<file path="config.mk">
export PLATFORM = sky130hd
export DESIGN_NAME = shift16_seq_flat
export DESIGN_NICKNAME = d
export VERILOG_FILES = /design/src/rtl/shift16_seq_if.sv /design/src/rtl/shift16_seq.sv /design/src/flat_wrapper.sv
export SDC_FILE = /design/constraint.sdc
export NUM_CORES = 1
export LEC_CHECK = 0
export ABC_CLOCK_PERIOD_IN_PS = 2200
export CAP_MARGIN = 20
export CORE_UTILIZATION = 40
export CTS_CLUSTER_DIAMETER = 30
export CTS_CLUSTER_SIZE = 40
export DETAILED_ROUTE_END_ITERATION = 8
export DONT_BUFFER_PORTS = 1
export MAX_ROUTING_LAYER = met4
export SYNTH_ARGS = -nofsm -noshare
export SYNTH_HDL_FRONTEND = slang
export SYNTH_SLANG_ARGS = --single-unit
</file>
<file path="constraint.sdc">
create_clock -name clk -period 2.2 [get_ports clk]
set_input_delay 0.22 -clock clk [delete_from_list [all_inputs] [get_ports clk]]
set_output_delay 0.22 -clock clk [all_outputs]
set_load 0.05 [all_outputs]
</file>
<file path="src/rtl/shift16_seq_if.sv">
// Request/response bundle for the iterative 16-bit shifter.
// master = requester/consumer side, slave = shifter side.
interface shift16_seq_if;
   logic        req_valid;
   logic        req_ready;
   logic [15:0] in;
   logic [3:0]  cnt;
   logic [1:0]  op;
   logic        rsp_valid;
   logic        rsp_ready;
   logic [15:0] out;
   logic        busy;

   modport master (
      output req_valid, in, cnt, op, rsp_ready,
      input  req_ready, rsp_valid, out, busy
   );

   modport slave (
      input  req_valid, in, cnt, op, rsp_ready,
      output req_ready, rsp_valid, out, busy
   );
endinterface

</file>
<file path="src/rtl/shift16_seq.sv">
// Iterative 16-bit shifter (ROL/SLL/ROR/ASR), one bit per SHIFT cycle.
// Define SHIFT16_SEQ_STEP4_EN to take 4-bit steps while at least 4 remain.
module shift16_seq (
   input  logic          clk,
   input  logic          rst,
   shift16_seq_if.slave  bus
);

   localparam logic [1:0] st_idle  = 2'd0;
   localparam logic [1:0] st_shift = 2'd1;
   localparam logic [1:0] st_done  = 2'd2;

   localparam logic [1:0] op_rol = 2'd0;
   localparam logic [1:0] op_sll = 2'd1;
   localparam logic [1:0] op_ror = 2'd2;
   localparam logic [1:0] op_asr = 2'd3;

   logic [1:0]  state, state_d;
   logic [15:0] data, data_d;
   logic [1:0]  op_r, op_d;
   logic [3:0]  remaining, rem_d;

   function automatic logic [15:0] step1(input logic [15:0] d, input logic [1:0] o);
      logic [15:0] r;
      case (o)
         op_rol:  r = {d[14:0], d[15]};
         op_sll:  r = {d[14:0], 1'b0};
         op_ror:  r = {d[0], d[15:1]};
         default: r = {d[15], d[15:1]};
      endcase
      return r;
   endfunction

`ifdef SHIFT16_SEQ_STEP4_EN
   function automatic logic [15:0] step4(input logic [15:0] d, input logic [1:0] o);
      logic [15:0] r;
      case (o)
         op_rol:  r = {d[11:0], d[15:12]};
         op_sll:  r = {d[11:0], 4'b0000};
         op_ror:  r = {d[3:0], d[15:4]};
         default: r = {{4{d[15]}}, d[15:4]};
      endcase
      return r;
   endfunction
`endif

   always_comb begin
      state_d = state;
      data_d  = data;
      op_d    = op_r;
      rem_d   = remaining;
      case (state)
         st_idle: begin
            if (bus.req_valid) begin
               data_d  = bus.in;
               op_d    = bus.op;
               rem_d   = bus.cnt;
               state_d = (bus.cnt == 4'd0) ? st_done : st_shift;
            end
         end
         st_shift: begin
`ifdef SHIFT16_SEQ_STEP4_EN
            if (remaining >= 4'd4) begin
               data_d = step4(data, op_r);
               rem_d  = remaining - 4'd4;
            end else begin
               data_d = step1(data, op_r);
               rem_d  = remaining - 4'd1;
            end
`else
            data_d = step1(data, op_r);
            rem_d  = remaining - 4'd1;
`endif
            if (rem_d == 4'd0) begin
               state_d = st_done;
            end
         end
         st_done: begin
            // Response held until consumed; no new accept in this cycle.
            if (bus.rsp_ready) begin
               state_d = st_idle;
            end
         end
         default: state_d = st_idle;
      endcase
   end

   always_ff @(posedge clk or posedge rst) begin
      if (rst) begin
         state     <= st_idle;
         data      <= 16'h0000;
         op_r      <= 2'd0;
         remaining <= 4'd0;
      end else begin
         state     <= state_d;
         data      <= data_d;
         op_r      <= op_d;
         remaining <= rem_d;
      end
   end

   // Outputs decode from state only, so reset forces them without a clock edge.
   always_comb begin
      bus.req_ready = (state == st_idle);
      bus.busy      = (state != st_idle);
      bus.rsp_valid = (state == st_done);
      bus.out       = (state == st_done) ? data : 16'h0000;
   end

endmodule

</file>
<file path="src/flat_wrapper.sv">
// flat-port wrapper written by rule: the top's interface ports become plain ports
module shift16_seq_flat 
  (clk, rst, bus_req_valid, bus_in, bus_cnt, bus_op, bus_rsp_ready, bus_req_ready, bus_rsp_valid, bus_out, bus_busy);
  shift16_seq_if bus_i ();
  input  logic clk;
  input  logic rst;
  input wire logic [$bits(bus_i.req_valid)-1:0] bus_req_valid;
  input wire logic [$bits(bus_i.in)-1:0] bus_in;
  input wire logic [$bits(bus_i.cnt)-1:0] bus_cnt;
  input wire logic [$bits(bus_i.op)-1:0] bus_op;
  input wire logic [$bits(bus_i.rsp_ready)-1:0] bus_rsp_ready;
  output wire logic [$bits(bus_i.req_ready)-1:0] bus_req_ready;
  output wire logic [$bits(bus_i.rsp_valid)-1:0] bus_rsp_valid;
  output wire logic [$bits(bus_i.out)-1:0] bus_out;
  output wire logic [$bits(bus_i.busy)-1:0] bus_busy;
  assign bus_i.req_valid = bus_req_valid;
  assign bus_i.in = bus_in;
  assign bus_i.cnt = bus_cnt;
  assign bus_i.op = bus_op;
  assign bus_i.rsp_ready = bus_rsp_ready;
  assign bus_req_ready = bus_i.req_ready;
  assign bus_rsp_valid = bus_i.rsp_valid;
  assign bus_out = bus_i.out;
  assign bus_busy = bus_i.busy;
  shift16_seq u_core (.clk(clk), .rst(rst), .bus(bus_i));
endmodule
</file>
# Word-level counts from Yosys, hierarchy flattened
# Cells that the tools add are included.
word_totals:
  regBits: 24
  latch_bits: 0
  ram_bits: 0
  romBits: 0
  in_bits: 26
  out_inout_bits: 19
  wordCells: 35
  memories: 0
op_classes:
  addsub: 1
  n_mul: 0
  div_mod_pow: 0
  order_cmp: 0
  eq_ne: 8
  n_shift: 0
  n_mux: 11
  bitwise: 0
  n_reduce_logical: 10
op_table:
  columns: ["cell", "count"]
  rows:
  - ["$pmux 16 s3", 1]
  - ["$mux 16", 2]
  - ["$pmux 16 s2", 1]
  - ["$logic_not 4->1", 2]
  - ["$mux 2", 4]
  - ["$pmux 4 s2", 1]
  - ["$pmux 2 s3", 1]
  - ["$reduce_and 3->1", 2]
  - ["$eq 2x1->1 const B", 2]
  - ["$eq 2x2->1 const B", 2]
  - ["$logic_not 2->1", 2]
  - ["$mux 4", 1]
  - ["$ne 2x2->1 const B", 2]
  - ["$ne 4x4->1 const B", 1]
  - ["$reduce_and 2->1", 2]
  - ["$reduce_bool 2->1", 2]
  - ["$sub 4x1->4 const B", 1]
  - ["$ne 2x1->1 const B", 1]

# Logic depth before layout (Yosys ltp)
logic_depth:
  ltp_word: 4
  ltp_mapped: 5
  ltp_nobuf: 5

# Worst setup path before layout
# No wires, ideal clock.
synth_path:
  path_kind: "reg-to-output"
  start: "register u_core.state[0]"
  end: "output port bus_out[0]"
  arrival_time_ns: 1.774
  required_ns: 1.980
  path_slack_ns: 0.206
  path_stages_with_launch: 4
  path_buffers: 2
  cell_sequence: "dfrtp_1 -> buf_6 -> clkbuf_1 -> nor3_1"
synth_between:
  elab_chain_len: 2
synth_rtl:
  columns: ["element", "line", "text"]
  rows:
  - ["from (decl)", "shift16_seq.sv:18", "logic [1:0] state, state_d;"]
  - ["from (signal assigned)", "shift16_seq.sv:90", "state <= st_idle;"]
  - ["from (signal assigned)", "shift16_seq.sv:95", "state <= state_d;"]
  - ["$eq 2x2->1", "shift16_seq.sv:107", "bus.out = (state == st_done) ? data : 16'h0000;"]
  - ["$mux 16", "shift16_seq.sv:107", null]
  - ["to (decl)", "flat_wrapper.sv:14", "output wire logic [$bits(bus_i.out)-1:0] bus_out;"]
# Every way passes these cells.

# Final worst setup path
layout_path:
  start: "register u_core.state[0]"
  end: "output port bus_out[15]"
# The elaborated chain is that of the path after synthesis.

==> metrics.txt <==
status completed; Die ar. 4280 um2; Hold Fails Final Rpt 0; GRT Total Usage 20.1%; Post-Syn Area 1610 um2; initial antenna violation count 0; CTS tree built; Synth Instances 171; port bufs 0; Inserted Clock Buffers 3; max_cap viols 0; initial DRC count 90; leakage power 0.745 nW; Synth async-reset ratio 100%; vias per cell 6.08; share of the synthesized area in the top cell type 37.3%; fillers 373; routing usage on met2 30.3%; DR DRC count 0; post-synth cell types 38; PnR Total Power 2.50 mW; antenna viol nets, final 0; Crit. End Element output port; GRT met1 Usage 24.4%; Clk pin slew, worst setup/hold paths 80 ps; post-cts resize count 0; via count 1,319; Reg2Reg Depth 3; final WL 3.82 mm; critical path class flop to output port; Skew-Pair Late Insertion Delay 270 ps; fin crit period 1920 ps; worst r2r src u_core.op_r[1]$_DFFE_PP0P_; register area share after synthesis 37.3%; share of post-route cells with drive strength above 1 12.4%; HP Class input pin to flop; Ports 45; Max Root-Sink Buffers 2; post-CTS setup buffers 0; fmax 0.520 GHz; largest net degree at the start of global routing 36; WP data required 1980 ps; routed len/inst 17.6 um; DIE HEIGHT 65.4 um; Startpoint Class flop; syn nets 199; Reg2Reg Capture Point u_core.data[12]$_DFFE_PP0P_; routability cong. 0.882; Post-synth EDFFs 0; post-DP HPWL 2.70 mm; Site Rows 22; worst reg-to-reg setup slack 480 ps; GRT Max-Usage Layer met2; Yosys reg bits 24; yosys synthesis warning count 0; critical path fanouts, max 24; cell type with the largest total area after synthesis dfrtp_1; vias in the first global route 1,325; total grt overflow 0; met3 Track Usage GR 6.42%; Final TNS setup 0 ps; Worst-Margin Slew 908 ps; PwrDens 1450 nW/um2; Final #Nets 198; Avg Synthesized Cell Area 9.41 um2; final cycle utilization of the critical path 87.5%; TritonRoute pass-1 iters 4; final setup violating endpoints 0; synth top area cells dfrtp_1 37%, mux2i_1 7.5%, and3_1 6.6%, o22a_1 6.5%, nor3b_1 5.6%; Slew Viols, Final 0; H-tree levels 1; DIE WIDTH 65.4 um; Fin Clk Skew 3.62 ps; Initial Utilization 42.7%; hold path cells 1; root buffer cell clkbuf_8; Syn-to-layout area delta 7.15%; RSZ-0062 raised after global routing false; Worst VDD drop 0.000664 V; relative slew slack 39.5%; total core area 3770 um2; Worst Hold Launch bus_op[0]; ys flop type dfrtp_1; Worst Hold Endpoint u_core.op_r[0]$_DFFE_PP0P_; global-route wire length before repair 6.27 mm; CTS sink count 24; worst path arrival time 1700 ps; Ant. Diodes 0
[final cells by class]
class	instances	area [um2]	share of cell area (%)
well taps	48	60.1	3.48
multi-input cells	123	901	52.2
inverters	8	30.0	1.74
clock buffers	4	55.1	3.19
flip-flops and latches	24	601	34.8
repair buffers	10	77.6	4.50
[state kept, by name (all words and copies together) (netlist names)]
signal            count
u_core.state          2
u_core.data          16
u_core.op_r           2
u_core.remaining      4
[worst max-delay path by stage]
stage	start	to	slack (ps)	cells after the start
after global routing	u_core.state[0]$_DFFE_PP0P_	bus_out[1]	180	2
after global placement	u_core.state[0]$_DFFE_PP0P_	bus_out[15]	570	2
after floorplan	u_core.state[0]$_DFFE_PP0P_	bus_out[0]	210	3
after CTS	u_core.state[0]$_DFFE_PP0P_	bus_out[15]	220	2
after detailed placement	u_core.op_r[1]$_DFFE_PP0P_	u_core.data[12]$_DFFE_PP0P_	520	3
final	u_core.state[0]$_DFFE_PP0P_	bus_out[15]	280	2
[cell families (layout without fill, tap and decap cells)]
group                    after synthesis  count (layout)  synth area share, %
adder cells (fa/ha/maj)                2               2                 1.55
flip-flops                            24              24                 37.3
AO/OA/AOI/OAI                         53              53                 22.5
AND/OR/NAND/NOR                       49              49                 19.4
buffers and inverters                 24              22                 6.69
multiplexers                          17              17                 11.4
XOR/XNOR                               2               2                 1.09
[power breakdown]
part	total [mW]	internal (mW)	switching, mW
clock network	0.298	0.160	0.138
logic	1.23	0.626	0.608
registers	0.970	0.657	0.313
total	2.50	1.44	1.06
[layer usage]
metal	up-vias	wire, um	part of all wire [%]
met5	-	0	0
met4	0	87	2.3
met3	10	227	5.9
met2	37	1810	47
met1	636	1700	44
li1	636	-	-
[synthesized netlist by cell type, types with 2 or more instances]
master	instances
dfrtp_1	24
nand2b_1	2
and3_1	17
nor2_1	7
buf_2	8
nor3b_1	12
nor2b_1	3
inv_1	8
nand2_1	2
mux2_4	2
mux2i_1	12
clkbuf_1	6
a21oi_1	17
o22a_1	12
o22ai_1	9
and3b_1	2
o21ai_0	2
ha_1	2
mux2_2	3
xnor2_1	2
a211oi_1	2
[worst max-delay path, cell delays in order, from the launching register on]
cell	delay [ps]
dfrtp_1	380
inv_1	460
and3_1	600
[cells in the final DEF, fill, tap and decap left out, types with 2 or more instances in the layout]
master / netlist / routed
a211oi_1: 2 / 2
a21oi_1: 17 / 17
and3_1: 17 / 17
and3b_1: 2 / 2
buf_4: 0 / 9
clkbuf_8: 0 / 4
dfrtp_1: 24 / 24
ha_1: 2 / 2
inv_1: 8 / 8
mux2_2: 3 / 3
mux2_4: 2 / 2
mux2i_1: 12 / 12
nand2_1: 2 / 2
nand2b_1: 2 / 2
nor2_1: 7 / 7
nor2b_1: 3 / 3
nor3b_1: 12 / 12
o21ai_0: 2 / 2
o22a_1: 12 / 12
o22ai_1: 9 / 9
xnor2_1: 2 / 2
[through the flow]
stage	std cells	area, um2	setup WS, ps	utilization [%]	hold slack, ps
after floorplan	171	1610	206	-	235
after global placement	212	1660	567	44.0	182
after detailed placement	212	1660	521	44.0	186
after CTS	217	1720	218	45.7	89.0
after global routing	217	1720	180	45.7	85.8
final	217	1720	275	45.7	93.3
[what timing repair did]
item | 4_1_cts | 5_1_grt
setup endpoints to repair | 0 | 0
endpoints found under the hold margin | 24 | 0
hold buffers | 1 | 0
Power figures use the tool's default switching activity.
